$ cat src/rtl/generic_1bit_tdm_demux.sv
// generic_1bit_tdm_demux: receive side of a 1-bit TDM link. Tracks the slot
// position from a frame-sync marker, collects one bit per slot in a shadow
// register and publishes each complete frame as a registered word with a
// one-cycle valid pulse. Framing violations raise a one-cycle error pulse.
module generic_1bit_tdm_demux #(
  parameter int unsigned OUTs = 5,
  parameter int unsigned SW   = $clog2(OUTs)
) (
  input  logic            clk,
  input  logic            reset_n,
  input  logic            en,
  input  logic            sync,
  input  logic            din,
  output logic [OUTs-1:0] y,
  output logic [SW-1:0]   s,
  output logic            frame_valid,
  output logic            sync_err,
  output logic            locked
);

  typedef enum logic {
    StHunt,
    StLock
  } state_e;

  // Index of the final slot; cnt never counts past it.
  localparam logic [SW-1:0] LastSlot = SW'(OUTs - 1);
  localparam logic [SW-1:0] Slot1    = SW'(1);

  state_e          state_q, state_d;
  logic [SW-1:0]   cnt_q, cnt_d;
  logic [OUTs-1:0] sh_q, sh_d;
  logic [OUTs-1:0] y_q, y_d;
  logic            frame_valid_q, frame_valid_d;
  logic            sync_err_q, sync_err_d;

  // Next-state logic: framing FSM, slot counter and bit steering.
  always_comb begin
    state_d       = state_q;
    cnt_d         = cnt_q;
    sh_d          = sh_q;
    y_d           = y_q;
    // Pulses drop back to 0 unless re-asserted this cycle.
    frame_valid_d = 1'b0;
    sync_err_d    = 1'b0;

    if (en) begin
      unique case (state_q)
        StHunt: begin
          // Non-sync bits are silently ignored while hunting.
          if (sync) begin
            sh_d[0] = din;
            cnt_d   = Slot1;
            state_d = StLock;
          end
        end

        StLock: begin
          if (sync) begin
            // Sync anywhere but slot 0 aborts the partial frame; the bit
            // still starts a fresh frame.
            if (cnt_q != '0) begin
              sync_err_d = 1'b1;
            end
            sh_d[0] = din;
            cnt_d   = Slot1;
          end else if (cnt_q == '0) begin
            // Expected a frame start but none came: lose lock, drop bit.
            sync_err_d = 1'b1;
            state_d    = StHunt;
          end else if (cnt_q == LastSlot) begin
            y_d           = {din, sh_q[OUTs-2:0]};
            frame_valid_d = 1'b1;
            cnt_d         = '0;
          end else begin
            sh_d[cnt_q] = din;
            cnt_d       = cnt_q + Slot1;
          end
        end

        default: begin
          state_d = StHunt;
          cnt_d   = '0;
        end
      endcase
    end
  end

  // State registers with synchronous active-low reset.
  always_ff @(posedge clk) begin
    if (!reset_n) begin
      state_q       <= StHunt;
      cnt_q         <= '0;
      sh_q          <= '0;
      y_q           <= '0;
      frame_valid_q <= 1'b0;
      sync_err_q    <= 1'b0;
    end else begin
      state_q       <= state_d;
      cnt_q         <= cnt_d;
      sh_q          <= sh_d;
      y_q           <= y_d;
      frame_valid_q <= frame_valid_d;
      sync_err_q    <= sync_err_d;
    end
  end

  assign y           = y_q;
  assign s           = cnt_q;
  assign frame_valid = frame_valid_q;
  assign sync_err    = sync_err_q;
  assign locked      = (state_q == StLock);

endmodule

$ cat config.mk
export PLATFORM = sky130hd
export DESIGN_NAME = generic_1bit_tdm_demux
export DESIGN_NICKNAME = d
export VERILOG_FILES = /design/src/rtl/generic_1bit_tdm_demux.sv
export SDC_FILE = /design/constraint.sdc
export NUM_CORES = 1
export LEC_CHECK = 0
export ABC_AREA = 1
export BUFFER_PORTS_ARGS = -buffer_cell sky130_fd_sc_hd__buf_2
export CAP_MARGIN = 30
export CORE_MARGIN = 2
export CORE_UTILIZATION = 42
export DETAILED_ROUTE_END_ITERATION = 8
export PLACE_DENSITY = 0.63
export SLEW_MARGIN = 5
export SYNTH_ARGS = -nofsm -noshare
export SYNTH_HDL_FRONTEND = slang
export SYNTH_SLANG_ARGS = --single-unit
$ cat constraint.sdc
create_clock -name clk -period 1.8 [get_ports clk]
set_input_delay 0.27 -clock clk [delete_from_list [all_inputs] [get_ports clk]]
set_output_delay 0.27 -clock clk [all_outputs]
set_load 0.1 [all_outputs]
==> results.md <==
* Min Tclk post-route at 1450 ps
* Worst R2R Start: s[0]
* Synthesized flop and latch total at 15
* Setup crit start kind: flop
* R2r setup slk at 350 ps
* Sw Pwr at 0.206 mW
* Core region area at 0.00167 mm²
* Final Cell Area at 853 µm²
* Most common library cell in the layout ignoring fill and taps: nor2_1
* Dpl hpwl at 1.07 mm
* Power Density at 770 mW/mm²
* Commonest cells after routing, fill and taps aside: nor2_1, nand2_1, buf_2
* YS warnings at 0
* Post-Syn Nets at 110
* Max Cap Viol at 0
* Chip width at 45.6 µm
* Main area contributors after synthesis: dfxtp_1, nor2_1, nand2_1, ha_1, o21ai_0
* Clk pin slew, worst setup/hold paths at 90 ps
* Clock Root Buffer: clkbuf_4
* Fillers at 176
* First-pass GRT wire length at 2.31 mm
* Worst VDD drop at 0.336 mV
* Least-Margin Pin Slew at 485 ps
* Number of setup buffers added after CTS at 0
* Vias in the first global route at 573
* Arrival time at the worst endpoint at 1630 ps
* Power Total at 0.657 mW
* Total number of vias at 659
* Synth area leader: dfxtp_1
* Post-cts resize count at 0
* N_diodes at 0
* Status: finished, final reports clean
* CTS tree: done
* Avg Synthesized Cell Area at 7.21 µm²
* Vias per Instance at 4.85
* Logic pwr share at 17.5%
* Syn-to-layout area delta at 17.2%
* Cell count of the worst hold path at 2
* Hold Buf Count CTS at 0
* Clock latency on the worst-skew pair at 280 ps
* Mapped cell area at 728 µm²
* Nets at 129
* Pin count of the biggest net entering global routing at 15
* Worst Reg-to-Reg Cells at 8
* Initial antenna violation count at 0
* Final wirelength at 1.40 mm
* Largest fanout on the critical path at 7
* Seq pwr share at 52.9%
* Min Hold Slack at 195 ps
* Total GRT Usage at 15.6%
* Type of destination of the critical path: flop
* Drt drc at 0
* Max transition margin at 67.9%
* Clock Power Share at 29.6%
* Starting density of the core at 43.6%
* Critical path type: flop to flop
* # rows at 15
* TritonCTS Buffers at 3
* Clk sinks at 15
* Switching Share at 31.4%
* R2R Path End: y[1]
* Die Ht at 45.6 µm
* Hold path startpoint: sync
* Hold Fails Final Rpt at 0
* Routed length per instance at 10.3 µm
* IO Port Bufs at 15
* Storage element area at 307 µm²
* Grt total ovfl at 0
* Share of the yosys chip area belonging to registers at 41.2%
* Fmax at 689 MHz
* Pre-antenna DRT Iters at 4
* Sum Neg Setup Slack at 0 ps
* Placed cell area at 826 µm²
* Period utilization at 80.7%
* RSZ-0062 raised after global routing: false
* Leak Pwr at 0.417 nW
* P_int at 0.451 mW
* Gate Count Post-Synth at 101
* Die area at 0.00208 mm²
* Placer Congestion at 0.830
* Number of routed nets with antenna violations at 0
* Synth top area share at 41.2%
* Initial DRC count at 8
* H-tree depth at 1
* Hold Path Sink: frame_valid
* Netlist cell types at 20
* Pins over their slew limit at 0
* Area occupied by multi-input gates at 373 µm²
* Clock skew at 0.709 ps
* WP data required at 1980 ps
* Hold Crit Class: input pin to flop
* Final-report setup violation count at 0
* Clock Tree Buf Depth at 2
* Share of cells above drive strength 1 at 26.9%
* I/O pins at 16
how the worst max path moves through the flow:
| stage | start | end | slack, ps | depth (start not counted) |
|---|---|---|---|---|
| after global routing | s[0] | y[1] | 200 | 8 |
| after detailed placement | s[0] | y[1] | 350 | 8 |
| after global placement | s[0] | y[1] | 410 | 8 |
| after CTS | s[0] | y[1] | 330 | 8 |
| after floorplan | locked | s[0] | 60 | 7 |
| final | s[0] | y[1] | 350 | 8 |
routing by layer:
layer / up-vias / track usage, % / share of wire [%]
met5: - / 0 / 0
met4: 0 / 7.65 / 0.86
met3: 2 / 3.97 / 4.7
met2: 12 / 24.5 / 46
met1: 288 / 19.6 / 48
li1: 357 / - / -
cells by family (layout without fill, tap and decap cells):
group / Yosys count / in the layout / synth area share (%)
DFF: 15 / 15 / 41.2
AOI/OAI and AO/OA: 14 / 14 / 9.97
adders and majority gates: 4 / 4 / 6.87
and+or+nand+nor: 55 / 55 / 34.4
buffers and inverters: 13 / 31 / 7.56
registers in the layout (all words and copies together) (netlist names):
register     cells
y                5
sync_err         1
sh_q             4
frame_valid      1
s                3
locked           1
final cells by class:
type | instances | share of cell area (%)
sequential | 15 | 35.9
timing repair buffer | 15 | 8.80
clock inverter | 1 | 0.587
inverter | 12 | 5.87
clock buffer | 3 | 2.64
tap | 17 | 2.49
multi-input combinational | 73 | 43.7
cell usage after synthesis (all sizes together):
library cell  instances
inv                  11
a21oi                 5
dfxtp                15
o21ai                 8
nor4                  1
nand3b                1
buf                   1
nor3                  1
a22oi                 1
ha                    4
nor2                 27
clkinv                1
nand3                 5
nand2                20
critical path: stages, from the launching register on:
cell and delay [ps]:
dfxtp_4 370, inv_1 140, ha_1 220, nand2_2 80, ha_1 210, nand3_4 120, clkinv_4 70, nor2_1 90
nor2_1 50
power groups by stage:
| stage | combinational [mW] | sequential [mW] | clock (mW) |
|---|---|---|---|
| final | 0.115 | 0.348 | 0.194 |
| after global routing | 0.127 | 0.350 | 0.215 |
| after CTS | 0.116 | 0.348 | 0.198 |
| after detailed placement | 0.115 | 0.355 | 0 |
| after global placement | 0.114 | 0.355 | 0 |
| after floorplan | 0.0546 | 0.392 | 0 |
through the flow:
stage	utilization (%)	std cells	setup WS (ps)
final	51.1	136	348
after global routing	51.1	136	203
after CTS	51.1	136	331
after detailed placement	49.4	132	345
after global placement	49.4	132	414
after floorplan	-	101	57.2
Power figures use the tool's default switching activity.
